--- config.mk ---
export PLATFORM = sky130hd
export DESIGN_NAME = a2s_stream_reader_flat
export DESIGN_NICKNAME = d
export VERILOG_FILES = /design/src/rtl/a2s_pkg.sv /design/src/rtl/a2s_stream_reader_if.sv /design/src/rtl/a2s_slot_tracker.sv /design/src/rtl/a2s_stream_reader.sv /design/src/flat_wrapper.sv
export SDC_FILE = /design/constraint.sdc
export NUM_CORES = 1
export LEC_CHECK = 0
export CAP_MARGIN = 20
export CORE_AREA = 2 2 120 134
export DETAILED_ROUTE_END_ITERATION = 8
export DIE_AREA = 0 0 122 136
export GPL_TIMING_DRIVEN = 0
export PLACE_DENSITY_LB_ADDON = 0.3
export SYNTH_ARGS = -nofsm -noshare
export SYNTH_HDL_FRONTEND = slang
export SYNTH_HIERARCHICAL = 1
export SYNTH_SLANG_ARGS = --single-unit
--- constraint.sdc ---
create_clock -name Sclk -period 6.5 [get_ports Sclk]
set_input_delay 1.3 -clock Sclk [delete_from_list [all_inputs] [get_ports Sclk]]
set_output_delay 1.3 -clock Sclk [all_outputs]
set_load 0.02 [all_outputs]
--- src/rtl/a2s_pkg.sv ---
// rtl/a2s_pkg.sv - shared types and helpers for the AXI-to-stream reader
package a2s_pkg;

    typedef enum logic [1:0] {
        S_IDLE  = 2'd0,
        S_AR    = 2'd1,
        S_R     = 2'd2,
        S_DRAIN = 2'd3
    } a2s_state_t;

    localparam logic [1:0] AXI_BURST_INCR = 2'b01;

    // Index width for n entries, never narrower than one bit
    function automatic int width_of(input int n);
        return (n > 1) ? $clog2(n) : 1;
    endfunction

endpackage

--- src/rtl/a2s_stream_reader_if.sv ---
// rtl/a2s_stream_reader_if.sv - AXI read address/data channels of the stream reader
interface a2s_stream_reader_if #(
    parameter int ADDR_W = 32
);
    logic [ADDR_W-1:0] AXI_araddr;
    logic [7:0]        AXI_arlen;
    logic [2:0]        AXI_arsize;
    logic [1:0]        AXI_arburst;
    logic              AXI_arvalid;
    logic              AXI_arready;
    logic              AXI_rvalid;
    logic              AXI_rready;
    logic              AXI_rlast;
    logic [1:0]        AXI_rresp;

    modport master (
        output AXI_araddr, AXI_arlen, AXI_arsize, AXI_arburst, AXI_arvalid, AXI_rready,
        input  AXI_arready, AXI_rvalid, AXI_rlast, AXI_rresp
    );

    modport slave (
        input  AXI_araddr, AXI_arlen, AXI_arsize, AXI_arburst, AXI_arvalid, AXI_rready,
        output AXI_arready, AXI_rvalid, AXI_rlast, AXI_rresp
    );
endinterface

--- src/rtl/a2s_slot_tracker.sv ---
// rtl/a2s_slot_tracker.sv - local buffer slot occupancy, read pointer and fetch credit
module a2s_slot_tracker
    import a2s_pkg::*;
#(
    parameter int BURST_LEN = 16,
    parameter int NBUF      = 2,
    parameter int BB        = width_of(BURST_LEN),
    parameter int SB        = width_of(NBUF)
) (
    input  logic          Sclk,
    input  logic          rst,
    input  logic          clear,
    input  logic          fill,
    input  logic          inflight,
    input  logic          take,
    output logic          credit,
    output logic          ovalid,
    output logic          rel,
    output logic [SB-1:0] wslot,
    output logic [SB-1:0] rslot,
    output logic [BB-1:0] rbeat
);
    logic [SB:0] fill_cnt;
    logic [SB:0] fill_cnt_d;
    logic        consume;

    assign consume = take & ovalid;
    assign rel     = consume & (rbeat == BB'(BURST_LEN - 1));
    assign credit  = ({1'b0, fill_cnt} + (SB+2)'(inflight)) < (SB+2)'(NBUF);

    // A fill and a release landing together leave occupancy unchanged
    always_comb begin
        fill_cnt_d = fill_cnt;
        if (fill && !rel)
            fill_cnt_d = fill_cnt + 1'b1;
        else if (rel && !fill)
            fill_cnt_d = fill_cnt - 1'b1;
    end

    always_ff @(posedge Sclk or posedge rst) begin
        if (rst) begin
            fill_cnt <= '0;
            ovalid   <= 1'b0;
            wslot    <= '0;
            rslot    <= '0;
            rbeat    <= '0;
        end else if (clear) begin
            fill_cnt <= '0;
            ovalid   <= 1'b0;
            wslot    <= '0;
            rslot    <= '0;
            rbeat    <= '0;
        end else begin
            fill_cnt <= fill_cnt_d;
            ovalid   <= (fill_cnt_d != '0);
            if (fill)
                wslot <= wslot + 1'b1;
            if (consume)
                rbeat <= rbeat + 1'b1;
            if (rel)
                rslot <= rslot + 1'b1;
        end
    end
endmodule

--- src/rtl/a2s_stream_reader.sv ---
// rtl/a2s_stream_reader.sv - burst fetch engine from a circular memory region into a slotted buffer
module a2s_stream_reader
    import a2s_pkg::*;
#(
    parameter int ADDR_W     = 32,
    parameter int BEAT_BYTES = 4,
    parameter int BURST_LEN  = 16,
    parameter int NBUF       = 2,
    parameter int SIZE_W     = 18,
    parameter int BB         = width_of(BURST_LEN),
    parameter int SB         = width_of(NBUF)
) (
    input  logic                Sclk,
    input  logic                rst,
    input  logic                sync,
    input  logic [ADDR_W-1:0]   obase,
    input  logic [SIZE_W-1:0]   osize,
    input  logic                loop,
    input  logic                Oen,
    output logic [SB+BB-1:0]    Oaddr,
    output logic                Ovalid,
    output logic [SIZE_W-1:0]   oacnt,
    output logic [31:0]         obcnt,
    output logic                underrun,
    output logic                err,
    output logic                done,
    a2s_stream_reader_if.master axi,
    output logic [SB+BB-1:0]    a2s_addr,
    output logic                a2s_en
);
    localparam int BURST_BYTES = BURST_LEN * BEAT_BYTES;
    localparam int OFF_W       = width_of(BURST_BYTES);

    a2s_state_t        state_q, state_d;
    logic              arvalid_q, arvalid_d;
    logic              rready_q, rready_d;
    logic [ADDR_W-1:0] araddr_q, araddr_d;
    logic [SIZE_W-1:0] fidx_q, fidx_d;
    logic [BB-1:0]     wbeat_q, wbeat_d;
    logic              abort_q, abort_d;
    logic [SIZE_W-1:0] oacnt_q;
    logic [31:0]       obcnt_q;
    logic              underrun_q, err_q, done_q;

    logic              credit, rel, inflight, more, issue, ar_hs, last_beat, beat_bad, fill;
    logic [SB-1:0]     wslot, rslot;
    logic [BB-1:0]     rbeat;
    logic [ADDR_W-1:0] base_al, fetch_addr;

    assign base_al    = obase & ~ADDR_W'(BURST_BYTES - 1);
    assign fetch_addr = base_al + (ADDR_W'(fidx_q) << OFF_W);
    assign inflight   = (state_q == S_AR) || (state_q == S_R);
    assign more       = loop ? (osize != '0) : (fidx_q < osize);
    assign issue      = (state_q == S_IDLE) && credit && !sync && more;
    assign ar_hs      = arvalid_q && axi.AXI_arready;
    assign a2s_en     = axi.AXI_rvalid && rready_q && (state_q != S_DRAIN);
    assign last_beat  = (wbeat_q == BB'(BURST_LEN - 1));
    assign beat_bad   = (axi.AXI_rresp != 2'b00) || (axi.AXI_rlast != last_beat);
    assign fill       = (state_q == S_R) && a2s_en && axi.AXI_rlast && !sync;

    a2s_slot_tracker #(.BURST_LEN(BURST_LEN), .NBUF(NBUF), .BB(BB), .SB(SB)) u_slots (
        .Sclk     (Sclk),
        .rst      (rst),
        .clear    (sync),
        .fill     (fill),
        .inflight (inflight),
        .take     (Oen),
        .credit   (credit),
        .ovalid   (Ovalid),
        .rel      (rel),
        .wslot    (wslot),
        .rslot    (rslot),
        .rbeat    (rbeat)
    );

    always_comb begin
        state_d   = state_q;
        arvalid_d = arvalid_q;
        rready_d  = rready_q;
        araddr_d  = araddr_q;
        fidx_d    = fidx_q;
        wbeat_d   = wbeat_q;
        abort_d   = abort_q;
        case (state_q)
            S_IDLE: begin
                araddr_d = fetch_addr;
                if (issue) begin
                    arvalid_d = 1'b1;
                    state_d   = S_AR;
                end
            end
            S_AR: begin
                // A restart seen while the address is pending must still drain that burst
                if (sync)
                    abort_d = 1'b1;
                if (ar_hs) begin
                    arvalid_d = 1'b0;
                    rready_d  = 1'b1;
                    wbeat_d   = '0;
                    abort_d   = 1'b0;
                    if (sync || abort_q) begin
                        state_d = S_DRAIN;
                    end else begin
                        state_d = S_R;
                        fidx_d  = (loop && fidx_q == osize - 1'b1) ? '0 : fidx_q + 1'b1;
                    end
                end
            end
            S_R: begin
                if (a2s_en) begin
                    wbeat_d = wbeat_q + 1'b1;
                    if (axi.AXI_rlast) begin
                        rready_d = 1'b0;
                        state_d  = S_IDLE;
                    end
                end
                if (sync && !(a2s_en && axi.AXI_rlast))
                    state_d = S_DRAIN;
            end
            S_DRAIN: begin
                if (axi.AXI_rvalid && axi.AXI_rlast) begin
                    rready_d = 1'b0;
                    state_d  = S_IDLE;
                end
            end
            default: state_d = S_IDLE;
        endcase
        if (sync)
            fidx_d = '0;
    end

    always_ff @(posedge Sclk or posedge rst) begin
        if (rst) begin
            state_q   <= S_IDLE;
            arvalid_q <= 1'b0;
            rready_q  <= 1'b0;
            araddr_q  <= '0;
            fidx_q    <= '0;
            wbeat_q   <= '0;
            abort_q   <= 1'b0;
        end else begin
            state_q   <= state_d;
            arvalid_q <= arvalid_d;
            rready_q  <= rready_d;
            araddr_q  <= araddr_d;
            fidx_q    <= fidx_d;
            wbeat_q   <= wbeat_d;
            abort_q   <= abort_d;
        end
    end

    always_ff @(posedge Sclk or posedge rst) begin
        if (rst) begin
            oacnt_q    <= '0;
            obcnt_q    <= '0;
            underrun_q <= 1'b0;
            err_q      <= 1'b0;
            done_q     <= 1'b0;
        end else if (sync) begin
            oacnt_q    <= '0;
            obcnt_q    <= '0;
            underrun_q <= 1'b0;
            err_q      <= 1'b0;
            done_q     <= 1'b0;
        end else begin
            if (Oen && !Ovalid)
                underrun_q <= 1'b1;
            if ((state_q == S_R) && a2s_en && beat_bad)
                err_q <= 1'b1;
            if (rel) begin
                if (oacnt_q == osize - 1'b1) begin
                    oacnt_q <= '0;
                    obcnt_q <= obcnt_q + 32'd1;
                end else begin
                    oacnt_q <= oacnt_q + 1'b1;
                end
            end
            done_q <= !loop && ((osize == '0) || (obcnt_q != 32'd0));
        end
    end

    assign axi.AXI_araddr  = araddr_q;
    assign axi.AXI_arvalid = arvalid_q;
    assign axi.AXI_rready  = rready_q;
    assign axi.AXI_arlen   = 8'(BURST_LEN - 1);
    assign axi.AXI_arsize  = 3'($clog2(BEAT_BYTES));
    assign axi.AXI_arburst = AXI_BURST_INCR;

    assign Oaddr    = {rslot, rbeat};
    assign a2s_addr = {wslot, wbeat_q};
    assign oacnt    = oacnt_q;
    assign obcnt    = obcnt_q;
    assign underrun = underrun_q;
    assign err      = err_q;
    assign done     = done_q;
endmodule

--- src/flat_wrapper.sv ---
// flat-port wrapper written by rule: the top's interface ports become plain ports
module a2s_stream_reader_flat import a2s_pkg::*;
#(
    parameter int ADDR_W     = 32,
    parameter int BEAT_BYTES = 4,
    parameter int BURST_LEN  = 16,
    parameter int NBUF       = 2,
    parameter int SIZE_W     = 18,
    parameter int BB         = width_of(BURST_LEN),
    parameter int SB         = width_of(NBUF)
)
  (Sclk, rst, sync, obase, osize, loop, Oen, Oaddr, Ovalid, oacnt, obcnt, underrun, err, done, a2s_addr, a2s_en, axi_AXI_araddr, axi_AXI_arlen, axi_AXI_arsize, axi_AXI_arburst, axi_AXI_arvalid, axi_AXI_rready, axi_AXI_arready, axi_AXI_rvalid, axi_AXI_rlast, axi_AXI_rresp);
  a2s_stream_reader_if #(.ADDR_W(ADDR_W)) axi_i ();
  input  logic Sclk;
  input  logic rst;
  input  logic sync;
  input  logic [ADDR_W-1:0] obase;
  input  logic [SIZE_W-1:0] osize;
  input  logic loop;
  input  logic Oen;
  output logic [SB+BB-1:0] Oaddr;
  output logic Ovalid;
  output logic [SIZE_W-1:0] oacnt;
  output logic [31:0] obcnt;
  output logic underrun;
  output logic err;
  output logic done;
  output logic [SB+BB-1:0] a2s_addr;
  output logic a2s_en;
  output wire logic [$bits(axi_i.AXI_araddr)-1:0] axi_AXI_araddr;
  output wire logic [$bits(axi_i.AXI_arlen)-1:0] axi_AXI_arlen;
  output wire logic [$bits(axi_i.AXI_arsize)-1:0] axi_AXI_arsize;
  output wire logic [$bits(axi_i.AXI_arburst)-1:0] axi_AXI_arburst;
  output wire logic [$bits(axi_i.AXI_arvalid)-1:0] axi_AXI_arvalid;
  output wire logic [$bits(axi_i.AXI_rready)-1:0] axi_AXI_rready;
  input wire logic [$bits(axi_i.AXI_arready)-1:0] axi_AXI_arready;
  input wire logic [$bits(axi_i.AXI_rvalid)-1:0] axi_AXI_rvalid;
  input wire logic [$bits(axi_i.AXI_rlast)-1:0] axi_AXI_rlast;
  input wire logic [$bits(axi_i.AXI_rresp)-1:0] axi_AXI_rresp;
  assign axi_AXI_araddr = axi_i.AXI_araddr;
  assign axi_AXI_arlen = axi_i.AXI_arlen;
  assign axi_AXI_arsize = axi_i.AXI_arsize;
  assign axi_AXI_arburst = axi_i.AXI_arburst;
  assign axi_AXI_arvalid = axi_i.AXI_arvalid;
  assign axi_AXI_rready = axi_i.AXI_rready;
  assign axi_i.AXI_arready = axi_AXI_arready;
  assign axi_i.AXI_rvalid = axi_AXI_rvalid;
  assign axi_i.AXI_rlast = axi_AXI_rlast;
  assign axi_i.AXI_rresp = axi_AXI_rresp;
  a2s_stream_reader #(.ADDR_W(ADDR_W), .BEAT_BYTES(BEAT_BYTES), .BURST_LEN(BURST_LEN), .NBUF(NBUF), .SIZE_W(SIZE_W), .BB(BB), .SB(SB)) u_core (.Sclk(Sclk), .rst(rst), .sync(sync), .obase(obase), .osize(osize), .loop(loop), .Oen(Oen), .Oaddr(Oaddr), .Ovalid(Ovalid), .oacnt(oacnt), .obcnt(obcnt), .underrun(underrun), .err(err), .done(done), .axi(axi_i), .a2s_addr(a2s_addr), .a2s_en(a2s_en));
endmodule
==> results.ini, run 1 <==
[cts]
ctsRootBufferMaster=clkbuf_16
clock_path_buffers=2
cts_sinks=115
clk_latency_ns=0.42
postCtsSetupBuffers=0
cts.repair.resized=0
htreeDepth=4
cts_buffers=17
clk_pin_slew_ns=0.06
postCtsHoldBufs=0
cts_tree=built

[timing]
maxSlewViolCount=0
layout_min_cycle_time_ns=5.161
rsz0062_at_grt=no
slew_headroom_pct=28.06
hold_viol=0
fmax_mhz=193.8
setup_tns_ns=0
finalSetupViolCount=0
clock_skew_ns=0.009174
tightest_slew_ns=1.069
period_share_pct=79.39

[yosys]
yosys.area_share.simple_pct=24.69
synth_top_family_by_area=simple AND/OR/NAND/NOR gates
synth-edff-count=0
synth.cell_area_um2=8553
syn_inst=978
synth.distinct_cells=71
synth_compound_area_share_pct=15.18
synthFlopType=dfrtp_1
synthMuxAreaShare_pct=2.472
synth_warnings=6
synth_async_sr_flop_share_pct=100.0
syn_area_per_cell_um2=8.746
ys_seq_area_share_pct=33.65
yosys.area_share.xor_xnor_pct=10.53
synth_fa_ha_area_share_pct=7.256
ys_ff_latch=115

[run_status]
outcome=complete, no violations

[cells_and_area]
stdcell_area_um2=10900
fin_util_pct=71.17
areaGrowthSynthToFinish_pct=27.43
n_antenna_cell=0
drive_gt1_share_pct=7.791
nets=1264

[hold_path]
holdPathEnd=u_core/axi.AXI_araddr[10]
min_from=u_core/axi.AXI_araddr[10]
hold_path_depth=1
hold_path_class=reg2reg

[critical_path]
start_kind=input port
critPathTopFamily=simple AND/OR/NAND/NOR gates
criticalPathCategory=in2reg
end_kind=register
path_buf_inv=3
timing.rr.start=u_core/oacnt[2]
cp_max_fo=10
path_cells=clkdlybuf4s50_1, inv_1, ha_1, nor4b_1, and3_1, xnor2_1, xnor2_1, or4_1, or4_1, buf_2, nor4_1, mux2_1
cp_slowest_cell=nor4b_1
reg2reg_slack_ns=2.88
critPathMaxStageDelay_ns=0.61
reg2reg_depth=9
cp.required_ns=6.80
startpoint=osize[0]
arrival_ns=5.46
reg2reg_to=u_core/obcnt[15]

[detailed_routing]
wl_per_cell_um=17.54
drt_iter0_drc=584
avgViaCountPerCell=5.923
drt_drc_violations_left=0
vias=8103
first_pass_iters=7
wirelength_mm=24.00
drt.antenna.violating_nets=0

[power]
power-per-cell-area_nw_per_um2=247.1
peakVddDrop_v=0.0001360
leakage_nw=4.659

[global_routing]
overflow=0
grt_usage_pct=29.16
antenna_found_initial=0
first_global_vias=7717
grt_pass1_wl_mm=38.33
grt_max_degree=58

[die]
die_area_um2=16590
die_h_um=136
boundaryPins=172
die_w_um=122
core_area_um2=15310
num_rows=48
start_util_pct=55.85

[place]
place.gp.congestion=0.9339
portBuffers=140
place_area_um2=10300
dpl.hpwl_mm=17.52

[run]
cap_violations=0

==> synth_stat cells, types with 7 or more instances <==
cell type  number  area share (%)
ha_1           48             7.0
or2_2           8            0.59
a21oi_1        64             3.7
xnor2_1        68             7.0
o21ai_0        29             1.7
o21a_1          8            0.70
inv_1          47             2.1
nand2_1        72             3.2
buf_4          21             1.8
nor3_1         14            0.82
a21o_1         23             2.0
mux2_2         15             2.0
or3_1          25             1.8
or4_1          24             2.1
and2_1         20             1.5
nor2b_1        13            0.95
nand3_1        46             2.7
clkbuf_1       30             1.3
o31ai_1        20             1.8
and3_1         17             1.2
nand4_1        22             1.6
nor4b_1         8            0.82
dfrtp_1       115              34
a211oi_1        7            0.61
nor2_1         72             3.2
a31oi_1         7            0.51
nor4_1         23             1.7
xor2_1         22             2.3
==> per-layer routing <==
layer / track usage [%] / vias up / wire length (um)
met3: 4.446 / 51 / 1480
met2: 48.94 / 356 / 11850
met1: 37.53 / 3843 / 10010
met4: 12.13 / 0 / 665
met5: 0 / - / 0
li1: - / 3853 / -
==> per-stage QoR <==
stage          setup WS (ns)  hold slack [ns]  power, mW  std cells
4_1_cts                1.434           0.4799      2.706       1368
3_5_place_dp           1.058           0.4685      1.740       1336
3_3_place_gp          0.6816           0.4609      1.717       1335
6_report               1.339           0.4769      2.693       1368
2_1_floorplan          1.814           0.5111      1.388        995
5_1_grt                1.212           0.4946      2.818       1368
==> worst max path at each step <==
| stage | to | slack [ns] | cells after the start |
|---|---|---|---|
| after floorplan | u_core/obcnt[15] | 1.81 | 11 |
| after global placement | u_core/oacnt[14] | 0.68 | 2 |
| after detailed placement | u_core/obcnt[15] | 1.06 | 11 |
| after CTS | u_core/obcnt[15] | 1.43 | 12 |
| after global routing | u_core/obcnt[15] | 1.21 | 12 |
| final | u_core/obcnt[15] | 1.34 | 12 |
==> layout by cell type (no fill, tap or decap), drive strengths merged, types with 26 or more instances in the layout <==
cell type / instances
clkdlybuf4s50: 140
dfrtp: 115
nor2: 72
nand2: 72
xnor2: 68
a21oi: 64
clkbuf: 51
inv: 49
ha: 48
nand3: 47
buf: 32
o21ai: 30
or3: 26
==> power by group <==
part | switching, mW | internal [mW]
logic | 0.456 | 0.378
registers | 0.0768 | 0.829
clock network | 0.340 | 0.613
==> cell type report <==
cell class                      instances  area (um2)
Multi-Input combinational cell        769        5215
Fill cell                            1189        4415
Sequential cell                       115        2878
Timing Repair Buffer                  141        1429
Clock buffer                           20       446.7
Buffer                                 62       340.3
Tap cell                              200       250.2
Inverter                               49       186.4
Clock inverter                         12       153.9
==> kinds of logic (layout without fill, tap and decap cells) <==
| kind of cell | after synthesis | count (layout) |
|---|---|---|
| simple gates | 389 | 389 |
| compound gates | 198 | 198 |
| flops | 115 | 115 |
| buf+inv | 111 | 284 |
| xor+xnor | 95 | 95 |
| fa+ha+maj | 49 | 49 |
| mux | 19 | 19 |
| other cells | 2 | 19 |
==> flip-flops by register name, indices dropped and copies added, names as in the netlist <==
signal,flops
u_core/obcnt,32
u_core/axi.AXI_araddr,26
u_core/fidx_q,18
u_core/oacnt,18
u_core/u_slots/rbeat,4
u_core/wbeat_q,4
u_core/state_q,2
u_core/u_slots/fill_cnt,2
u_core/abort_q,1
u_core/axi.AXI_arvalid,1
u_core/axi.AXI_rready,1
u_core/done,1
u_core/err,1
u_core/u_slots/ovalid,1
u_core/u_slots/rslot,1
u_core/u_slots/wslot,1
u_core/underrun,1
No activity file was read; power rests on OpenSTA's default activity.
==> run 2, diff against run 1 <==
CORE_AREA = 2 2 125 139   (was 2 2 120 134)
DIE_AREA = 0 0 127 141   (was 0 0 122 136)
clock period = 4.8 ns   (was 6.5 ns; I/O delays follow)
==> results.ini, run 2 (synthesized netlist as in run 1, its figures left out) <==
[critical_path]
timing.rr.start=u_core/oacnt[2]
reg2reg_depth=9
cp_slowest_cell=or4_1
critPathMaxStageDelay_ns=0.54
cp_max_fo=10
path_cells=clkdlybuf4s50_1, or4_1, buf_2, or3_4, nor4_4, xnor2_1, or4_1, or4_1, buf_2, nor4_2, mux2_1
criticalPathCategory=in2reg
reg2reg_slack_ns=1.30
cp.required_ns=5.10
arrival_ns=5.01
reg2reg_to=u_core/obcnt[15]
critPathTopFamily=simple AND/OR/NAND/NOR gates
start_kind=input port
path_buf_inv=3
end_kind=register
cpMostUsedCell=or4_1

[cts]
postCtsSetupBuffers=0
postCtsHoldBufs=0
clock_path_buffers=2
cts_buffers=17
clk_pin_slew_ns=0.06
htreeDepth=4
cts.repair.resized=0
clk_latency_ns=0.42
ctsRootBufferMaster=clkbuf_16
cts_sinks=115
cts_tree=built

[place]
post-place-cells=1344
dpl.hpwl_mm=17.77
dp_slack_ns=-0.3912
place.gp.congestion=0.8886
portBuffers=140

[global_routing]
antenna_found_initial=0
grt_pass1_wl_mm=38.76
grt_usage_pct=26.99
grt_max_degree=59
first_global_vias=7717
overflow=0

[die]
num_rows=50
die_w_um=127
die_h_um=141
core_area_um2=16640
boundaryPins=172
start_util_pct=51.40
die_area_um2=17910

[detailed_routing]
vias=8103
wl_per_cell_um=17.47
drt.antenna.violating_nets=0
wirelength_mm=24.04
first_pass_iters=5
avgViaCountPerCell=5.889
drt_drc_violations_left=0
drt_iter0_drc=522

[power]
peakVddDrop_v=0.0002193
leakage_nw=4.657
fin_total_pwr_mw=3.627
power-per-cell-area_nw_per_um2=332.1

[cells_and_area]
areaGrowthSynthToFinish_pct=27.71
drive_gt1_share_pct=8.134
regArea_um2=2878
multi_input_area_um2=5243
fin_util_pct=65.64
final_cells=1376
final_cell_mix=140 x clkdlybuf4s50_1, 115 x dfrtp_1, 72 x nor2_1, 72 x nand2_1, 68 x xnor2_1
final_common_cell=clkdlybuf4s50_1
largest_register_ffs=32
fillerInstances=1378
nets=1264
n_antenna_cell=0

[timing]
hold_viol=0
slew_headroom_pct=28.19
rsz0062_at_grt=no
maxSlewViolCount=0
tightest_slew_ns=1.067
hold-worst-slack_ns=0.4805
fmax_mhz=212.4
final.setup.worst_slack_ns=0.09201
layout_min_cycle_time_ns=4.708
period_share_pct=98.08
clock_skew_ns=0.006790
finalSetupViolCount=0

[run]
cap_violations=0

[hold_path]
hold_path_class=reg2reg
holdPathEnd=u_core/axi.AXI_araddr[22]
min_from=u_core/axi.AXI_araddr[22]
hold_path_depth=2

[run_status]
outcome=complete, no violations

==> run 2: cell count changes in the layout (fill, tap and decap cells not counted), sizes merged <==
cell      before  now
clkinvlp       3    5
clkinv         6    5
bufinv         3    2
==> run 2: area by class of cell <==
class                           count  area share, %
Buffer                             62          3.116
Clock buffer                       20          4.181
Clock inverter                     12          1.191
Inverter                           49          1.707
Multi-Input combinational cell    769          48.00
Sequential cell                   115          26.35
Tap cell                          208          2.383
Timing Repair Buffer              141          13.08
==> run 2: power breakdown <==
| group | switching (mW) | internal [mW] |
|---|---|---|
| clock network | 0.483 | 0.790 |
| registers | 0.103 | 1.12 |
| logic | 0.617 | 0.511 |
| total | 1.20 | 2.42 |
==> run 2: stage by stage <==
stage                     TNS (ns)  area, um2
after floorplan                  0       8617
after detailed placement    -10.07      10310
after global routing             0      10920
after CTS                        0      10900
after global placement      -75.85      10280
final                            0      10920
==> run 2: layer usage <==
metal | routed length (um) | global-route usage [%] | vias to the layer above | part of all wire [%]
met1 | 10200 | 34.42 | 3875 | 42
met4 | 693 | 11.57 | 0 | 2.9
met3 | 1370 | 4.972 | 54 | 5.7
met5 | 0 | 0 | - | 0
met2 | 11780 | 45.05 | 304 | 49
li1 | - | - | 3870 | -
==> run 2: how the worst max path moves through the flow <==
| stage | start | cells after the start | slack [ns] | end |
|---|---|---|---|---|
| floorplan | osize[2] | 11 | 0.45 | u_core/obcnt[15] |
| global placement | rst | 2 | -0.68 | u_core/axi.AXI_araddr[20] |
| detailed placement | osize[0] | 11 | -0.39 | u_core/obcnt[15] |
| CTS | osize[0] | 12 | 0.04 | u_core/obcnt[15] |
| global route | osize[0] | 11 | 0.01 | u_core/obcnt[15] |
| finish | osize[0] | 11 | 0.09 | u_core/obcnt[15] |
==> run 2: worst register-to-register path, stage by stage (launching register included) <==
cell	delay, ns
dfrtp_1	0.44
xnor3_1	0.30
o2111ai_1	0.12
a2111oi_0	0.48
nand4_1	0.19
or4_1	0.47
or4_1	0.51
buf_2	0.23
nor4_2	0.29
mux2_1	0.35
==> run 3, diff against run 2 <==
CAP_MARGIN = 25   (was 20)
==> results of run 3 <==
The final DEF is identical to that of run 2; final timing and power are the same.
